$ cat src/rtl/asic_pkg.sv
// Shared definitions for the command controller: function codes,
// FSM state encoding, default widths and command classification.
package asic_pkg;

  localparam int R_ADDR_DEF     = 4;
  localparam int FUNCT_BITS_DEF = 7;

  // Function codes, zero-extended to 32 bits for width-independent compares.
  localparam logic [31:0] F_SET   = 32'd0;
  localparam logic [31:0] F_LOAD  = 32'd1;
  localparam logic [31:0] F_STORE = 32'd2;
  localparam logic [31:0] F_ADD   = 32'd3;
  localparam logic [31:0] F_MUL   = 32'd4;
  localparam logic [31:0] F_SWS   = 32'd5;
  localparam logic [31:0] F_RELU  = 32'd6;
  localparam logic [31:0] F_INC   = 32'd7;

  typedef enum logic [2:0] {
    ST_IDLE  = 3'd0,
    ST_RDOP  = 3'd1,
    ST_EXEC  = 3'd2,
    ST_MREQ  = 3'd3,
    ST_MWAIT = 3'd4,
    ST_RESP  = 3'd5
  } state_e;

  typedef enum logic [1:0] {
    K_SET = 2'd0,
    K_MEM = 2'd1,
    K_ALU = 2'd2,
    K_BAD = 2'd3
  } cmd_kind_e;

  // Groups a function code by the path it takes through the FSM.
  function automatic cmd_kind_e classify(input logic [31:0] f);
    if (f == F_SET) return K_SET;
    else if (f == F_LOAD || f == F_STORE) return K_MEM;
    else if (f >= F_ADD && f <= F_INC) return K_ALU;
    else return K_BAD;
  endfunction

endpackage

$ cat src/rtl/asic_cmd_latch.sv
// Holds the accepted command fields for the lifetime of the operation.
module asic_cmd_latch
  import asic_pkg::*;
#(
  parameter int FUNCT_BITS = FUNCT_BITS_DEF,
  parameter int R_ADDR     = R_ADDR_DEF
) (
  input  logic                  clk,
  input  logic                  reset,
  input  logic                  en,
  input  logic [FUNCT_BITS-1:0] funct_in,
  input  logic [R_ADDR-1:0]     rd_in,
  input  logic [R_ADDR-1:0]     rs0_in,
  input  logic [R_ADDR-1:0]     rs1_in,
  output logic [FUNCT_BITS-1:0] funct_q,
  output logic [R_ADDR-1:0]     rd_q,
  output logic [R_ADDR-1:0]     rs0_q,
  output logic [R_ADDR-1:0]     rs1_q
);

  logic [FUNCT_BITS-1:0] funct_d;
  logic [R_ADDR-1:0]     rd_d;
  logic [R_ADDR-1:0]     rs0_d;
  logic [R_ADDR-1:0]     rs1_d;

  // Load new command fields on enable, otherwise hold.
  always_comb begin
    funct_d = funct_q;
    rd_d    = rd_q;
    rs0_d   = rs0_q;
    rs1_d   = rs1_q;
    if (en) begin
      funct_d = funct_in;
      rd_d    = rd_in;
      rs0_d   = rs0_in;
      rs1_d   = rs1_in;
    end
  end

  // Command register, cleared asynchronously by reset.
  always_ff @(posedge clk or negedge reset) begin
    if (!reset) begin
      funct_q <= '0;
      rd_q    <= '0;
      rs0_q   <= '0;
      rs1_q   <= '0;
    end else begin
      funct_q <= funct_d;
      rd_q    <= rd_d;
      rs0_q   <= rs0_d;
      rs1_q   <= rs1_d;
    end
  end

endmodule

$ cat src/rtl/asic_ctrl.sv
// Command sequencer: accepts one processor command at a time, steers the
// register file, operand registers and write-bus drivers, issues memory
// requests for LOAD/STORE and reports completion.
//
// Handshakes (cmd, resp, mem_req): valid/ready. A transfer happens in the
// cycle where valid and ready are both 1; the sender holds valid (and its
// payload) until that cycle, and ready seen without valid means nothing.
module asic_ctrl
  import asic_pkg::*;
#(
  parameter int R_ADDR     = R_ADDR_DEF,
  parameter int FUNCT_BITS = FUNCT_BITS_DEF
) (
  input  logic                  clk,
  input  logic                  reset,
  input  logic                  cmd_val,
  output logic                  cmd_rdy,
  input  logic [FUNCT_BITS-1:0] cmd_funct,
  input  logic [R_ADDR-1:0]     cmd_rd,
  input  logic [R_ADDR-1:0]     cmd_rs0,
  input  logic [R_ADDR-1:0]     cmd_rs1,
  output logic                  resp_val,
  input  logic                  resp_rdy,
  output logic                  resp_err,
  output logic                  mem_req_val,
  input  logic                  mem_req_rdy,
  output logic                  mem_req_wr,
  input  logic                  mem_resp_val,
  output logic                  src_bus_en,
  output logic                  resp_bus_en,
  output logic                  add_bus_en,
  output logic                  mul_bus_en,
  output logic                  sws_bus_en,
  output logic                  relu_bus_en,
  output logic                  r_wen,
  output logic [R_ADDR-1:0]     r_waddr,
  output logic [R_ADDR-1:0]     r_raddr0,
  output logic [R_ADDR-1:0]     r_raddr1,
  output logic                  a_en,
  output logic                  b_en,
  output logic [1:0]            add_sel,
  output logic                  comp_sel,
  output logic                  busy,
  output state_e                dbg_state
);

  state_e state_q, state_d;

  logic [FUNCT_BITS-1:0] funct_q;
  logic [R_ADDR-1:0]     rd_q, rs0_q, rs1_q;
  logic                  accept;
  logic [31:0]           funct_ext;
  cmd_kind_e             in_kind, cur_kind;

  assign accept    = reset && (state_q == ST_IDLE) && cmd_val;
  assign funct_ext = 32'(funct_q);
  assign in_kind   = classify(32'(cmd_funct));
  assign cur_kind  = classify(funct_ext);
  assign dbg_state = state_q;

  asic_cmd_latch #(
    .FUNCT_BITS (FUNCT_BITS),
    .R_ADDR     (R_ADDR)
  ) u_cmd_latch (
    .clk      (clk),
    .reset    (reset),
    .en       (accept),
    .funct_in (cmd_funct),
    .rd_in    (cmd_rd),
    .rs0_in   (cmd_rs0),
    .rs1_in   (cmd_rs1),
    .funct_q  (funct_q),
    .rd_q     (rd_q),
    .rs0_q    (rs0_q),
    .rs1_q    (rs1_q)
  );

  // Next-state and output decode; everything stays 0 while reset is low.
  always_comb begin
    state_d     = state_q;
    cmd_rdy     = 1'b0;
    busy        = 1'b0;
    resp_val    = 1'b0;
    resp_err    = 1'b0;
    mem_req_val = 1'b0;
    mem_req_wr  = 1'b0;
    src_bus_en  = 1'b0;
    resp_bus_en = 1'b0;
    add_bus_en  = 1'b0;
    mul_bus_en  = 1'b0;
    sws_bus_en  = 1'b0;
    relu_bus_en = 1'b0;
    r_wen       = 1'b0;
    r_waddr     = '0;
    r_raddr0    = '0;
    r_raddr1    = '0;
    a_en        = 1'b0;
    b_en        = 1'b0;
    add_sel     = 2'd0;
    comp_sel    = 1'b0;
    if (reset) begin
      cmd_rdy  = (state_q == ST_IDLE);
      busy     = (state_q != ST_IDLE);
      // Reflects the last accepted command, so it changes only on accept.
      resp_err = (cur_kind == K_BAD);
      case (state_q)
        ST_IDLE: begin
          if (cmd_val) begin
            case (in_kind)
              K_SET: begin
                // SET writes the source bus straight away in the accept cycle.
                src_bus_en = 1'b1;
                r_wen      = 1'b1;
                r_waddr    = cmd_rd;
                state_d    = ST_RESP;
              end
              K_MEM:   state_d = ST_MREQ;
              K_ALU:   state_d = ST_RDOP;
              default: state_d = ST_RESP;
            endcase
          end
        end
        ST_RDOP: begin
          a_en     = 1'b1;
          b_en     = 1'b1;
          r_raddr0 = rs0_q;
          r_raddr1 = rs1_q;
          state_d  = ST_EXEC;
        end
        ST_EXEC: begin
          r_waddr = rd_q;
          case (funct_ext)
            F_ADD:  begin add_bus_en  = 1'b1; r_wen = 1'b1; end
            F_MUL:  begin mul_bus_en  = 1'b1; r_wen = 1'b1; end
            F_SWS:  begin sws_bus_en  = 1'b1; r_wen = 1'b1; end
            F_RELU: begin relu_bus_en = 1'b1; r_wen = 1'b1; end
            F_INC: begin
              add_bus_en = 1'b1;
              add_sel    = 2'd1;
              r_wen      = 1'b1;
            end
            default: r_wen = 1'b0;
          endcase
          state_d = ST_RESP;
        end
        ST_MREQ: begin
          // rs0 carries the address, rs1 the store data.
          mem_req_val = 1'b1;
          mem_req_wr  = (funct_ext == F_STORE);
          r_raddr0    = rs0_q;
          r_raddr1    = rs1_q;
          if (mem_req_rdy) state_d = ST_MWAIT;
        end
        ST_MWAIT: begin
          if (mem_resp_val) begin
            if (funct_ext == F_LOAD) begin
              resp_bus_en = 1'b1;
              r_wen       = 1'b1;
              r_waddr     = rd_q;
            end
            state_d = ST_RESP;
          end
        end
        ST_RESP: begin
          resp_val = 1'b1;
          if (resp_rdy) state_d = ST_IDLE;
        end
        default: state_d = ST_IDLE;
      endcase
    end
  end

  // State register.
  always_ff @(posedge clk or negedge reset) begin
    if (!reset) state_q <= ST_IDLE;
    else        state_q <= state_d;
  end

endmodule

$ cat config.mk
export PLATFORM = sky130hd
export DESIGN_NAME = asic_ctrl
export DESIGN_NICKNAME = d
export VERILOG_FILES = /design/src/rtl/asic_pkg.sv /design/src/rtl/asic_cmd_latch.sv /design/src/rtl/asic_ctrl.sv
export SDC_FILE = /design/constraint.sdc
export NUM_CORES = 1
export LEC_CHECK = 0
export CAP_MARGIN = 20
export CORE_MARGIN = 1.5
export CORE_UTILIZATION = 38
export CTS_BUF_LIST = sky130_fd_sc_hd__clkbuf_8 sky130_fd_sc_hd__clkbuf_16
export DETAILED_ROUTE_END_ITERATION = 8
export PLACE_DENSITY_LB_ADDON = 0.25
export REMOVE_ABC_BUFFERS = 1
export SETUP_SLACK_MARGIN = 0.05
export SLEW_MARGIN = 0
export SYNTH_ARGS = -nofsm -noshare
export SYNTH_HDL_FRONTEND = slang
export SYNTH_SLANG_ARGS = --single-unit
$ cat constraint.sdc
create_clock -name clk -period 1.9 [get_ports clk]
set_clock_uncertainty 0.15 [all_clocks]
set_input_delay 0.285 -clock clk [delete_from_list [all_inputs] [get_ports clk]]
set_output_delay 0.285 -clock clk [all_outputs]
set_load 0.005 [all_outputs]
# After elaboration in Yosys (flattened, before gate mapping)
# Index checks and enable logic that the tools add are counted.
# word_totals
reg_bits,22
input_bits,25
output_inout_bits,33
word_cells,104
# classes
n_lt_le_gt_ge,4
eq_ne,21
muxes,59
n_reduce_logical,15
# op_table
cell,n
$mux W1,38
$mux W4,9
$logic_not A32 Y1,1
$eq A7 B3 Y1 const B,4
$eq A7 B2 Y1 const B,3
$pmux W3 S6,1
$eq A7 B1 Y1 const B,2
$ge A7 B2 Y1 const B,2
$le A7 B3 Y1 const B,2
$mux W3,4
$pmux W4 S3,1
$mux W2,4
$ne A2 B2 Y1 const B,4
$logic_not A7 Y1,1
$eq A3 B2 Y1 const B,2
$eq A3 B3 Y1 const B,2
$pmux W3 S2,1
$reduce_and A5 Y1,1
$reduce_or A5 Y1,1
$eq A2 B2 Y1 const B,2
$logic_and A1 B1 Y1,4
$reduce_or A2 Y1,2
$eq A3 B1 Y1 const B,1
$logic_not A3 Y1,1
other kinds (5),6

# Depth between registers and ports, before layout
# logic_depth
ltp_word,10
depth_mapped,7

# Modules after synthesis
# From an unflattened synthesis, not the netlist that was laid out.
# unflattened
hier_cells,123
area_unflattened_um2,1352.5
# modules_own_cells
mod,n_inst,cells_per_inst,area_each_um2,seq_area_each_um2
asic_cmd_latch,1,40,758.2,475.5
asic_ctrl,1,83,594.3,75.1

# Worst setup path before layout
# OpenSTA, ideal clock, no wires.
# synth_path
path_kind,flip-flop to flip-flop
from,"reg state_q[0], in the netlist dbg_state[0]"
to,reg u_cmd_latch.funct_q[2]
setup_ps,125
arrival_ps,1558
t_required_ps,1625
slack_ps,67
path_stages_with_launch,6
path_buffers,2
cell_sequence,dfrtp_1 > buf_6 > nor4b_4 > nand2_4 > buf_6 > mux2_4
# synth_between
elab_chain_cells,3
# synth_lines
element,line_no,source
start: declaration,asic_ctrl.sv:47,"state_e state_q, state_d;"
start signal: assignment,asic_ctrl.sv:176,else state_q <= state_d;
$logic_not A3 Y1,asic_ctrl.sv:55,assign accept = reset && (state_q == ST_IDLE) && cmd_val;
$logic_and A1 B1 Y1 (2 in a row),asic_ctrl.sv:55,
end signal: assignment,asic_cmd_latch.sv:48,funct_q <= funct_d;
end: declaration,asic_cmd_latch.sv:15,"output logic [FUNCT_BITS-1:0] funct_q,"
# Every way passes these cells.
# A chain may end at the register's enable or synchronous reset.

# Worst setup path after layout
# layout_path
from,"reg state_q[0], in the netlist dbg_state[0]"
to,out r_wen
# layout_between
elab_chain_cells,3
# layout_lines
element,line_no,source
"$eq A3 B3 Y1, or another cell as far along",asic_ctrl.sv:106,case (state_q)
$pmux W1 S3 *,asic_ctrl.sv:106,
$mux W1 *,asic_ctrl.sv:101,if (reset) begin
end: declaration,asic_ctrl.sv:35,"output logic r_wen,"
# Every way passes the cells marked *; elsewhere a longest branch is shown, timed or not.

==> qor.csv <==
metric,value,unit
die_h,63.46,um
yosysSeqAreaShare,39.64,%
start_util,40.66,%
hold_viol,0,
min_period,2246,ps
run_status,"finished, violations left",
drc,0,
fin_ws,-346.3,ps
r2r_start,dbg_state[0],
io_pins,58,
synth_flop_cell,dfrtp_1,
synth_area_leaders,"dfrtp_1 (40%), mux2_4 (11%), mux2_2 (7.3%)",
setup_viol,26,
hpwl,2.950,mm
dp.cells,258,
layout_common_cells,"buf_4 (36), buf_6 (23), dfrtp_1 (20), clkdlybuf4s50_1 (16), buf_2 (15)",
post-route-period-util,118.2,%
crit_required,1460,ps
synth_top_area_share,39.64,%
violations,setup timing,
io_buffers,55,
synthesis.area,1389,um^2
cts.sinks,22,
syn_inst,132,
numCtsBuffers,3,
ant_nets,0,
syn_to_final_growth,87.12,%
viasPerCell,5.168,
totalWireLength,4.997,mm
wl_per_cell,17.47,um
powerDensity,1166,nW/um^2
synth_top_area_cell,dfrtp_1,
placementRows,21,
slew_violations,0,
timing.rr.end,u_cmd_latch.funct_q[2],
grt_busiest_layer,met2,
track_usage,22.63,%
grt_max_degree,15,
rsz0062_at_grt,true,
fin_nets,268,
vias,1478,
synth-edff-count,0,
clkLatencyLatePin,260,ps
grt_pass1_vias,1457,
use_met2,39.21,%
min_path_type,in2async,
h-tree-depth,1,
avgSynthCellArea,10.52,um^2
place_congestion,0.8583,
p_leak,0.001316,uW
hold_buffers,0,
antenna_found_initial,0,
cts_tree,built,
clockBufferDepth,2,
clk_pin_slew,90,ps
fillCellCount,242,
die_w,63.46,um
start_kind,flop,
setup_tns,-3511,ps
ys_ff_latch,22,
whs,73.44,ps
yosys_warnings,0,
fmax,445.2,MHz
drive_gt1_share,60.83,%
core_region_area,3416,um^2
grt_util_met1,28.57,%
async_reset_ff_share,100.0,%
die_area,4027,um^2
arrival,1810,ps
crit_start,dbg_state[0],
first_pass_iters,4,
crit_type,reg2out,
ys_types,39,
final_cells,286,
reg2reg_depth,6,
diodes,0,
end_kind,output port,
critical_path.endpoint,r_wen,
crit_fanout,4,
grt_overflow_total,0,
drv_cap,0,
drt_iter0_drc,74,
grt_pass1_wl,7.148,mm
layout_commonest_cell,buf_4,
ir_drop,694.6,uV
cts_root_buf,clkbuf_8,
met3_usage,4.643,%
r2r_slack,20,ps
## logic make-up (layout without fill, tap and decap cells)
group,count (synthesis),in the layout,share of synthesized area (%)
AO/OA/AOI/OAI,15,15,7.208
XOR/XNOR,1,1,0.6307
adder cells (fa/ha/maj),2,2,1.802
buffers and inverters,16,120,6.396
flip-flops,22,22,39.64
multiplexers,19,19,18.11
other,1,2,0.2700
AND/OR/NAND/NOR,56,59,25.95
## Yosys cell counts, types with 2 or more instances
master,instances
nor2b_1,3
buf_2,2
buf_4,3
nor2_1,7
and2_1,10
nand4_1,6
nand3_1,7
mux2_4,10
and3_1,2
a31oi_1,3
mux2_2,9
clkbuf_1,3
nor3_1,2
dfrtp_1,22
nand2_1,6
nor4bb_1,2
inv_1,6
a21oi_1,4
buf_6,2
ha_1,2
nor4_1,2
o2bb2ai_1,2
## worst min-delay path by stage
stage,start,endpoint,depth (start not counted)
finish,reset,u_cmd_latch.funct_q[2],2
global route,reset,u_cmd_latch.funct_q[2],2
floorplan,reset,dbg_state[0],0
global placement,u_cmd_latch.rs0_q[2],u_cmd_latch.rs0_q[2],1
CTS,reset,u_cmd_latch.rd_q[1],2
detailed placement,u_cmd_latch.rs0_q[2],u_cmd_latch.rs0_q[2],1
## registers in the layout (all words and copies together), names as in the netlist
name                 count
u_cmd_latch.rs1_q        4
dbg_state                3
u_cmd_latch.rd_q         4
u_cmd_latch.funct_q      7
u_cmd_latch.rs0_q        4
## worst max-delay path, cell delays in order, from the launching register on
cell      delay [ps]
dfrtp_1          440
buf_6            150
nor4b_4          280
buf_4            170
nand3_4           90
buf_6            130
o211ai_1         120
buf_2            160
## repair_timing
action | CTS | global route
cloned | 2 | 1
buffers inserted | 17 | 8
pin swaps | 14 | 11
setup endpoints to repair | 51 | 49
resized for setup | 118 | 72
## per-stage QoR
| step | power (uW) | utilization (%) | worst slack, ps | instance area, um^2 |
|---|---|---|---|---|
| finish | 3031 | 76.08 | -346.3 | 2599 |
| detailed placement | 2207 | 64.10 | -939.6 | 2190 |
| global placement | 2147 | 64.10 | -803.3 | 2190 |
| CTS | 2750 | 71.90 | -242.5 | 2456 |
| global route | 3183 | 76.08 | -389.2 | 2599 |
| floorplan | 1489 | - | 70.79 | 1326 |
## cell type report
class                      count  area (um^2)  area share [%]
multi-input combinational     98        969.7           37.31
timing repair buffer         110        938.4           36.11
sequential                    22        553.0           21.28
tap                           46        57.56           2.215
clock buffer                   4        55.05           2.118
inverter                       6        25.02          0.9629
## metal layers
layer	up-vias	routed length (um)	part of all wire (%)
li1	690	-	-
met1	715	1996	40
met2	64	2632	53
met3	9	275	5.5
met4	0	92	1.8
met5	-	0	0
## power breakdown
part           leakage, uW  switching, uW  total, uW  internal, uW
registers         0.000262            197        904           707
clock network    0.0000288            169        354           185
logic              0.00103            703       1770          1070
(Power assumes the default switching activity.)
